$ cat src/rtl/mem_ctrl_pkg.sv
// Shared encodings and byte helpers for mem_ctrl and its byte sequencer.
package mem_ctrl_pkg;

  localparam logic [1:0] MC_IDLE = 2'd0;
  localparam logic [1:0] MC_BUSY = 2'd1;
  localparam logic [1:0] MC_DONE = 2'd2;

  localparam logic [1:0] SZ_B = 2'd0;
  localparam logic [1:0] SZ_H = 2'd1;
  localparam logic [1:0] SZ_W = 2'd2;

  localparam logic [1:0] IO_HI_DEF = 2'b11;

  // Size code 3 is illegal and is handled as a word.
  function automatic logic [2:0] byte_cnt(input logic [1:0] size);
    case (size)
      SZ_B:    return 3'd1;
      SZ_H:    return 3'd2;
      default: return 3'd4;
    endcase
  endfunction

  function automatic logic [7:0] get_byte(input logic [31:0] w, input logic [1:0] idx);
    case (idx)
      2'd0:    return w[7:0];
      2'd1:    return w[15:8];
      2'd2:    return w[23:16];
      default: return w[31:24];
    endcase
  endfunction

  function automatic logic [31:0] put_byte(input logic [31:0] w, input logic [1:0] idx,
                                           input logic [7:0] b);
    logic [31:0] r;
    r = w;
    case (idx)
      2'd0:    r[7:0]   = b;
      2'd1:    r[15:8]  = b;
      2'd2:    r[23:16] = b;
      default: r[31:24] = b;
    endcase
    return r;
  endfunction

endpackage

$ cat src/rtl/mem_ctrl_byte_seq.sv
// Walks addr..addr+N-1 one RAM cycle at a time, packing read bytes and unpacking store bytes.
// mem_wr is gated combinationally so a frozen or IO-stalled byte is never written twice.
module mem_ctrl_byte_seq
  import mem_ctrl_pkg::*;
#(
  parameter int         ADDR_W      = 32,
  parameter logic [1:0] IO_HI       = IO_HI_DEF,
  parameter bit         IO_STALL_EN = 1'b0
) (
  input  logic              clk,
  input  logic              rst,
  input  logic              rdy,
  input  logic              start,
  input  logic [ADDR_W-1:0] start_addr,
  input  logic [2:0]        start_n,
  input  logic              start_wr,
  input  logic [31:0]       start_wdata,
  input  logic              run,
  input  logic              io_full,
  input  logic [7:0]        mem_din,
  output logic [ADDR_W-1:0] mem_a,
  output logic [7:0]        mem_dout,
  output logic              mem_wr,
  output logic              fin,
  output logic [31:0]       rdata
);

  logic [2:0]  cnt;
  logic [2:0]  n_q;
  logic        wr_q;
  logic        wr_en_q;
  logic [31:0] wdata_q;
  logic [31:0] buf_q;
  logic [1:0]  cap_idx;
  logic        stall;

  // cnt is the 1-based BUSY cycle; read byte cnt-2 arrives on mem_din this cycle.
  assign cap_idx = cnt[1:0] - 2'd2;
  assign stall   = IO_STALL_EN & wr_en_q & io_full & (mem_a[17:16] == IO_HI);
  assign mem_wr  = wr_en_q & rdy & ~stall;
  assign fin     = wr_q ? ((cnt == n_q) & ~stall) : (cnt == n_q + 3'd1);
  assign rdata   = put_byte(buf_q, cap_idx, mem_din);

  always_ff @(posedge clk or posedge rst) begin
    if (rst) begin
      cnt      <= 3'd0;
      n_q      <= 3'd0;
      wr_q     <= 1'b0;
      wr_en_q  <= 1'b0;
      wdata_q  <= 32'd0;
      buf_q    <= 32'd0;
      mem_a    <= '0;
      mem_dout <= 8'd0;
    end else if (rdy) begin
      if (start) begin
        cnt     <= 3'd1;
        n_q     <= start_n;
        wr_q    <= start_wr;
        wr_en_q <= start_wr;
        wdata_q <= start_wdata;
        buf_q   <= 32'd0;
        mem_a   <= start_addr;
        if (start_wr) mem_dout <= start_wdata[7:0];
      end else if (run) begin
        if (wr_q) begin
          if (!stall) begin
            if (cnt == n_q) begin
              wr_en_q <= 1'b0;
            end else begin
              cnt      <= cnt + 3'd1;
              mem_a    <= mem_a + {{(ADDR_W-1){1'b0}}, 1'b1};
              mem_dout <= get_byte(wdata_q, cnt[1:0]);
            end
          end
        end else begin
          if (cnt >= 3'd2) buf_q <= rdata;
          if (cnt < n_q) mem_a <= mem_a + {{(ADDR_W-1){1'b0}}, 1'b1};
          cnt <= cnt + 3'd1;
        end
      end
    end
  end

endmodule

$ cat src/rtl/mem_ctrl.sv
// Fair icache/LSB arbiter over the byte-wide synchronous RAM bus; owns clear and valid logic.
// Define MC_IO_STALL_EN to hold IO-region store bytes while io_buffer_full is set.
module mem_ctrl
  import mem_ctrl_pkg::*;
#(
  parameter int         ADDR_W = 32,
  parameter logic [1:0] IO_HI  = IO_HI_DEF
) (
  input  logic              clk,
  input  logic              rst,
  input  logic              rdy,
  input  logic              clear,
  input  logic              io_buffer_full,
  input  logic [7:0]        mem_din,
  output logic [7:0]        mem_dout,
  output logic [ADDR_W-1:0] mem_a,
  output logic              mem_wr,
  input  logic              inst_req,
  input  logic [ADDR_W-1:0] inst_addr,
  output logic              inst_valid,
  output logic [31:0]       inst_data,
  input  logic              lsb_req,
  input  logic              lsb_wr,
  input  logic [1:0]        lsb_size,
  input  logic [ADDR_W-1:0] lsb_addr,
  input  logic [31:0]       lsb_wdata,
  output logic              lsb_valid,
  output logic [31:0]       lsb_rdata
);

`ifdef MC_IO_STALL_EN
  localparam bit IO_STALL_EN = 1'b1;
`else
  localparam bit IO_STALL_EN = 1'b0;
`endif

  logic [1:0]  state;
  logic        last_lsb;
  logic        gnt_lsb;
  logic        gnt_wr;
  logic        pick_lsb;
  logic        go;
  logic        fin;
  logic [31:0] rdata;

  // On a tie the side that was not served last takes the bus.
  assign pick_lsb = lsb_req & (~inst_req | ~last_lsb);
  assign go       = (state == MC_IDLE) & (inst_req | lsb_req) & ~clear;

  mem_ctrl_byte_seq #(
    .ADDR_W      (ADDR_W),
    .IO_HI       (IO_HI),
    .IO_STALL_EN (IO_STALL_EN)
  ) u_seq (
    .clk         (clk),
    .rst         (rst),
    .rdy         (rdy),
    .start       (go),
    .start_addr  (pick_lsb ? lsb_addr : inst_addr),
    .start_n     (pick_lsb ? byte_cnt(lsb_size) : 3'd4),
    .start_wr    (pick_lsb & lsb_wr),
    .start_wdata (lsb_wdata),
    .run         (state == MC_BUSY),
    .io_full     (io_buffer_full),
    .mem_din     (mem_din),
    .mem_a       (mem_a),
    .mem_dout    (mem_dout),
    .mem_wr      (mem_wr),
    .fin         (fin),
    .rdata       (rdata)
  );

  always_ff @(posedge clk or posedge rst) begin
    if (rst) begin
      state      <= MC_IDLE;
      last_lsb   <= 1'b1;
      gnt_lsb    <= 1'b0;
      gnt_wr     <= 1'b0;
      inst_valid <= 1'b0;
      inst_data  <= 32'd0;
      lsb_valid  <= 1'b0;
      lsb_rdata  <= 32'd0;
    end else if (rdy) begin
      inst_valid <= 1'b0;
      lsb_valid  <= 1'b0;
      case (state)
        MC_IDLE: begin
          if (go) begin
            state    <= MC_BUSY;
            gnt_lsb  <= pick_lsb;
            last_lsb <= pick_lsb;
            gnt_wr   <= pick_lsb & lsb_wr;
          end
        end
        MC_BUSY: begin
          // A store already has bytes in RAM, so it finishes even across a flush.
          if (clear && !gnt_wr) begin
            state <= MC_IDLE;
          end else if (fin) begin
            state <= MC_DONE;
            if (gnt_lsb) begin
              lsb_valid <= 1'b1;
              if (!gnt_wr) lsb_rdata <= rdata;
            end else begin
              inst_valid <= 1'b1;
              inst_data  <= rdata;
            end
          end
        end
        default: state <= MC_IDLE;
      endcase
    end
  end

endmodule

$ cat config.mk
export PLATFORM = sky130hd
export DESIGN_NAME = mem_ctrl
export DESIGN_NICKNAME = d
export VERILOG_FILES = /design/src/rtl/mem_ctrl_pkg.sv /design/src/rtl/mem_ctrl_byte_seq.sv /design/src/rtl/mem_ctrl.sv
export SDC_FILE = /design/constraint.sdc
export NUM_CORES = 1
export LEC_CHECK = 0
export CAP_MARGIN = 20
export CORE_MARGIN = 4
export CORE_UTILIZATION = 54
export DETAILED_ROUTE_END_ITERATION = 12
export PLACE_DENSITY = 0.86
export SLEW_MARGIN = 20
export SYNTH_ARGS = -nofsm -noshare
export SYNTH_HDL_FRONTEND = slang
export SYNTH_SLANG_ARGS = --single-unit
$ cat constraint.sdc
create_clock -name clk -period 10.9 [get_ports clk]
set_clock_uncertainty 0.05 [all_clocks]
set_input_delay 2.725 -clock clk [delete_from_list [all_inputs] [get_ports clk]]
set_output_delay 2.725 -clock clk [all_outputs]
set_load 0.01 [all_outputs]
==> run_results.csv, run 1 <==
group,metric,value,unit
run_status,status,"complete, no violations",
floorplan,io-pin-count,221,
floorplan,die_area,18700,sq um
pwr,pwr_density_cell,267,nW/um^2
clocking,post_cts_resized,0,
drt,route.layer.met1.wl,9870,um
pwr,leakage,5.17,nW
drt,postRouteAntennaNets,0,
floorplan,fp.coreArea,16100,sq um
placed_design,post_place_worst_slack,4.03,ns
logic_synthesis,netlist_instances,807,
drt,wl_per_cell,19.9,um
critical_path,crit_slowest_cell,"clkdlybuf4s50_1",
critical_path,worstSetupPathType,"in2out",
placed_design,placed_cell_area,11300,sq um
pwr,internal-power,2.00,mW
critical_path,crit_chain,"clkdlybuf4s50_1 -> and2_1 -> clkdlybuf4s50_1",
sta,fin_ws,4.02,ns
floorplan,start_util,0.558,
grt,grt_overflow_total,0,
critical_path,timing.critical_path.slowest_cell_delay,0.61,ns
pwr,netSwitchingPower,1.16,mW
logic_synthesis,synth_top_area_share,0.509,
grt,grt_max_degree,124,
clocking,worst_setup_hold_path_clk_slew,0.07,ns
drt,drtIter0Drc,522,
placed_design,place_congestion,0.898,
critical_path,required_time_reported_for_the_critical_path_endpoint,8.12,ns
sta,timing.fmax,145,MHz
pwr,vdd.ir_drop.worst,160,uV
placed_design,dp_hpwl,16500,um
sta,final_period_minus_worst_setup_slack,6.88,ns
drt,met3_wirelength,2280,um
critical_path,worstSetupStartpointType,"primary input",
placed_design,port_buffers,219,
final_layout,fin_nets,1124,
sta,setup_tns,0,ns
sta,share_of_the_cycle_needed_by_the_critical_path_after_routing,0.631,
grt,grt_first_pass_wirelength,38200,um
critical_path,cp_max_fo,8,
final_layout,postLayoutCoreUtil,0.739,
clocking,clk_path_buf_depth,2,
drt,wl,24500,um
drt,drc,0,
drt,highest_signal_layer_in_the_routed_design,"met4",
logic_synthesis,syn_area_per_cell,11.1,sq um
clocking,post_cts.repair.setup_buffers,0,
sta,final-max-slew-violation-count,0,
clocking,number_of_buffers_created_by_cts,17,
grt,antenna_found_initial,0,
logic_synthesis,yosys_register_bits,183,
sta,finalSetupViolCount,0,
critical_path,critical-path-top-cell-by-count,"clkdlybuf4s50_1",
clocking,cts_tree,"yes",
clocking,post_cts_hold_buffer_count,0,
logic_synthesis,postSynthNetCount,931,
sta,timing_hold_violations_final,0,
grt,track_usage,0.260,
clocking,clkSinkCount,183,
clocking,clkLatencyLatePin,0.44,ns
pwr,comb_power_share,0.432,
min_path,worst_hold_path_type,"reg2reg",
final_layout,most-common-layout-cells,"clkdlybuf4s50_1 (219), dfrtp_1 (182), mux2_2 (137)",
grt,via_count_of_the_first_global_routing_pass,7291,
pwr,seq_power_share,0.374,
final_layout,mostFrequentLayoutCell,"clkdlybuf4s50_1",
logic_synthesis,fraction_of_the_yosys_area_taken_by_sequential_cells,0.512,
sta,rsz0062_at_grt,"no",
clocking,cts-root-buf,"clkbuf_16",
drt,route.met2.wl,11900,um
floorplan,num_rows,46,
final_layout,final_cell_area,11900,sq um
pwr,p_clk_frac,0.194,
drt,via_count,7298,
floorplan,die_w,137,um
critical_path,setup.worst_path.end_class,"output pin",
logic_synthesis,synthesis.yosys.warnings,0,
final_layout,area_growth_syn_to_layout,32.5,%
clocking,htreeDepth,4,
sta,timing_worst_slew_pin_value,1.01,ns
logic_synthesis,synth_edf_count,0,
pwr,power.share.switching,0.367,
logic_synthesis,synth.distinct_cells,58,
drt,route.detailed.vias_per_inst,5.93,
job,drv.max_cap_violation_count,0,
logic_synthesis,synth_area,8950,sq um
critical_path,critPathArrivalTime,4.10,ns
logic_synthesis,synth_area_leader_cell,"dfrtp_1",
drt,drt_first_pass_iters,5,
logic_synthesis,ys.flop_type,"dfrtp_1",
logic_synthesis,synthTopCellsByArea,"dfrtp_1 (51%), mux2_2 (17%), nand2_1 (3.9%)",
logic_synthesis,asyncSetResetFlopFracSynth,1.00,
final_layout,drive_gt1_frac,0.196,
sta,max_slew_margin,0.327,
floorplan,die_h,137,um
## stage by stage
stage,hold WS (ns),power [mW],instances
finish,0.437,3.16,1230
global route,0.463,3.35,1229
CTS,0.443,3.17,1229
detailed placement,0.427,2.54,1197
global placement,0.419,2.49,1197
floorplan,0.412,1.95,807
## logic make-up (layout without fill, tap and decap cells)
kind of cell,Yosys count,after routing,share of synthesized area
compound gates,180,180,0.141
xor+xnor,3,3,0.00461
flops,183,183,0.512
fa+ha+maj,10,10,0.0140
other cells,0,1,0
simple gates,223,223,0.121
buf+inv,68,274,0.0326
mux,140,140,0.176
## worst max-delay path: cells and delay by family
kind	cells	cell delay, ns
buf+inv	2	1.20
simple gates	1	0.18
## metal layers
metal	up-vias	GRT usage
li1	3362	-
met1	3604	0.331
met2	296	0.422
met3	36	0.0915
met4	0	0.0737
met5	-	0
## power by group through the flow
stage	logic, mW	clock network [mW]	registers [mW]
after global placement	1.32	0	1.17
after global routing	1.48	0.653	1.22
after CTS	1.37	0.624	1.18
after detailed placement	1.36	0	1.19
after floorplan	0.735	0	1.21
final	1.37	0.614	1.18
## synth_stat cells, drive strengths merged, types with 7 or more instances
cell / count
buf: 21
nand4: 13
a222oi: 8
o31ai: 7
nor2: 34
and3: 13
nor3: 8
ha: 10
o22a: 11
nand2: 92
a31oi: 8
a32o: 20
nand3: 35
mux2: 137
o21ai: 40
dfrtp: 182
a22o: 14
inv: 13
a21oi: 51
clkbuf: 34
## area by class of cell
class,count,area [sq um]
multi-input cells,556,4110
diodes,1,2.50
clock inverters,14,158
repair buffers,229,2270
clock buffers,18,429
flip-flops and latches,183,4580
fillers,1063,4190
well taps,216,270
inverters,13,56.3
## state kept, by name, summed over array words and instances, names as in the netlist, 2 cells and up
signal          flops
inst_data          32
lsb_rdata          32
state               2
u_seq.buf_q        32
u_seq.cnt           3
u_seq.mem_a        32
u_seq.mem_dout      8
u_seq.n_q           3
u_seq.wdata_q      32
## worst paths after layout
path / start / endpoint / slack, ns / cells past startpoint
worst min register to register: u_seq.buf_q[9]$_DFFE_PP0P_ / u_seq.buf_q[9]$_DFFE_PP0P_ / 0.44 / 1
min in group asynchronous: rst / inst_data[18]$_DFFE_PP0P_ / 2.81 / 2
worst max register to register: u_seq.cnt[0]$_DFFE_PP0P_ / u_seq.buf_q[16]$_DFFE_PP0P_ / 7.84 / 7
worst min-delay path: u_seq.buf_q[9]$_DFFE_PP0P_ / u_seq.buf_q[9]$_DFFE_PP0P_ / 0.44 / 1
max in group asynchronous: rst / u_seq.mem_a[16]$_DFFE_PP0P_ / 6.65 / 3
worst max-delay path: rdy / mem_wr / 4.02 / 3
No activity file was read; power rests on OpenSTA's default activity.
==> inputs of run 2 (changes only) <==
--- a/config.mk
+++ b/config.mk
@@ -7,9 +7,9 @@
 export LEC_CHECK = 0
 export CAP_MARGIN = 20
 export CORE_MARGIN = 4
-export CORE_UTILIZATION = 54
+export CORE_UTILIZATION = 50
 export DETAILED_ROUTE_END_ITERATION = 12
-export PLACE_DENSITY = 0.86
+export PLACE_DENSITY = 0.81
 export SLEW_MARGIN = 20
 export SYNTH_ARGS = -nofsm -noshare
 export SYNTH_HDL_FRONTEND = slang
==> constraint.sdc (replaced) <==
create_clock -name clk -period 6.42 [get_ports clk]
set_clock_uncertainty 0.05 [all_clocks]
set_input_delay 1.605 -clock clk [delete_from_list [all_inputs] [get_ports clk]]
set_output_delay 1.605 -clock clk [all_outputs]
set_load 0.01 [all_outputs]
==> run_results.csv, run 2 (same netlist as run 1, synthesis figures left out) <==
group,metric,value,unit
critical_path,worstSetupPathType,"in2out",
grt,grt_first_pass_wirelength,38100,um
drt,route.detailed.vias_per_inst,5.86,
clocking,clk_path_buf_depth,2,
drt,drt_first_pass_iters,6,
pwr,leakage,5.17,nW
pwr,pwr_density_cell,449,nW/um^2
drt,postRouteAntennaNets,0,
sta,max_slew_margin,0.279,
critical_path,crit_slowest_cell,"clkdlybuf4s50_1",
grt,via_count_of_the_first_global_routing_pass,7194,
job,drv.max_cap_violation_count,0,
drt,via_count,7259,
placed_design,dp_hpwl,16100,um
sta,final-max-slew-violation-count,0,
sta,setup_tns,0,ns
clocking,cts_tree,"yes",
floorplan,num_rows,48,
clocking,post_cts_hold_buffer_count,0,
sta,timing_worst_slew_pin_value,1.08,ns
min_path,hp-start,"u_seq.buf_q[13]$_DFFE_PP0P_",
drt,drc,0,
grt,track_usage,0.236,
critical_path,required_time_reported_for_the_critical_path_endpoint,4.76,ns
critical_path,timing.critical_path.slowest_cell_delay,0.62,ns
placed_design,placed_cells_incl_taps,1205,
critical_path,critPathArrivalTime,2.98,ns
sta,share_of_the_cycle_needed_by_the_critical_path_after_routing,0.722,
critical_path,crit_chain,"clkdlybuf4s50_1 -> and2_1 -> clkdlybuf4s50_1",
floorplan,fp.coreArea,17400,sq um
sta,rsz0062_at_grt,"no",
floorplan,die_w,142,um
drt,wl_per_cell,19.3,um
grt,grt_max_degree,142,
final_layout,stdcell_count,1238,
grt,grt_overflow_total,0,
final_layout,fin_nets,1123,
grt,antenna_found_initial,0,
run_status,status,"complete, no violations",
drt,drtIter0Drc,469,
drt,wl,23800,um
final_layout,area_growth_syn_to_layout,32.6,%
pwr,vdd.ir_drop.worst,239,uV
clocking,htreeDepth,4,
floorplan,io-pin-count,221,
clocking,clkSinkCount,183,
critical_path,critical-path-top-cell-by-count,"clkdlybuf4s50_1",
clocking,worst_setup_hold_path_clk_slew,0.07,ns
final_layout,drive_gt1_frac,0.194,
final_layout,most-common-layout-cells,"clkdlybuf4s50_1 (219), dfrtp_1 (182), mux2_2 (137)",
sta,timing_hold_violations_final,0,
sta,finalSetupViolCount,0,
sta,final_period_minus_worst_setup_slack,4.64,ns
clocking,cts-root-buf,"clkbuf_16",
final_layout,postLayoutCoreUtil,0.682,
final_layout,layout.filler_cells,1279,
final_layout,mostFrequentLayoutCell,"clkdlybuf4s50_1",
critical_path,crit_start,"rdy",
placed_design,port_buffers,219,
floorplan,die_area,20100,sq um
critical_path,worstSetupStartpointType,"primary input",
clocking,post_cts_resized,0,
sta,timing.fmax,216,MHz
clocking,number_of_buffers_created_by_cts,17,
critical_path,rr_startpoint,"u_seq.cnt[0]$_DFFE_PP0P_",
floorplan,start_util,0.514,
floorplan,die_h,142,um
clocking,post_cts.repair.setup_buffers,0,
critical_path,cp_max_fo,8,
critical_path,setup.worst_path.end_class,"output pin",
clocking,clkLatencyLatePin,0.42,ns
placed_design,place_congestion,0.908,
min_path,worst_hold_path_type,"reg2reg",
run 2: cell count changes in the layout (fill, tap and decap cells not counted), sizes merged:
cell / previous run / this run
inv: 22 / 17
clkinv: 2 / 4
clkinvlp: 2 / 4
buf: 10 / 9
clkbuf: 18 / 19
run 2: metal layers:
layer / routed length, um / track usage / vias up
li1: - / - / 3361
met1: 10100 / 0.317 / 3586
met2: 11300 / 0.378 / 287
met3: 2070 / 0.0657 / 25
met4: 337 / 0.0631 / 0
met5: 0 / 0 / -
run 2: final timing paths:
kind	to	slack (ns)	cells after the start
min in group asynchronous	u_seq.wdata_q[10]$_DFFE_PP0N_	1.69	2
worst max register to register	u_seq.buf_q[0]$_DFFE_PP0P_	3.32	7
max in group asynchronous	u_seq.mem_a[31]$_DFFE_PP0P_	3.40	3
worst min register to register	u_seq.buf_q[13]$_DFFE_PP0P_	0.45	1
worst max-delay path	mem_wr	1.78	3
worst min-delay path	u_seq.buf_q[13]$_DFFE_PP0P_	0.45	1
run 2: metrics by stage:
step                setup slack (ns)  instance area [sq um]  hold WS [ns]  power (mW)
detailed placement              1.79                  11300         0.428        4.31
floorplan                       2.42                   8960         0.412        3.30
finish                          1.78                  11900         0.446        5.33
global route                    1.74                  11900         0.457        5.66
CTS                             1.79                  11900         0.446        5.35
global placement                1.80                  11300         0.419        4.24
run 2: layout make-up:
cell class	instances	area [sq um]	area share
Sequential cell	183	4580	0.386
Multi-Input combinational cell	556	4110	0.346
Timing Repair Buffer	228	2270	0.191
Clock buffer	19	433	0.0365
Tap cell	225	282	0.0237
Clock inverter	13	143	0.0120
Inverter	13	52.6	0.00442
Antenna cell	1	2.50	0.000211
run 2: critical path, delay by kind of cell:
kind | cells | cell delay [ns]
buffers and inverters | 2 | 1.19
AND/OR/NAND/NOR | 1 | 0.18
run 2: where the power goes:
part	switching [mW]	total [mW]	internal [mW]
clock	0.474	1.02	0.549
combinational	1.09	2.30	1.21
sequential	0.376	2.01	1.63
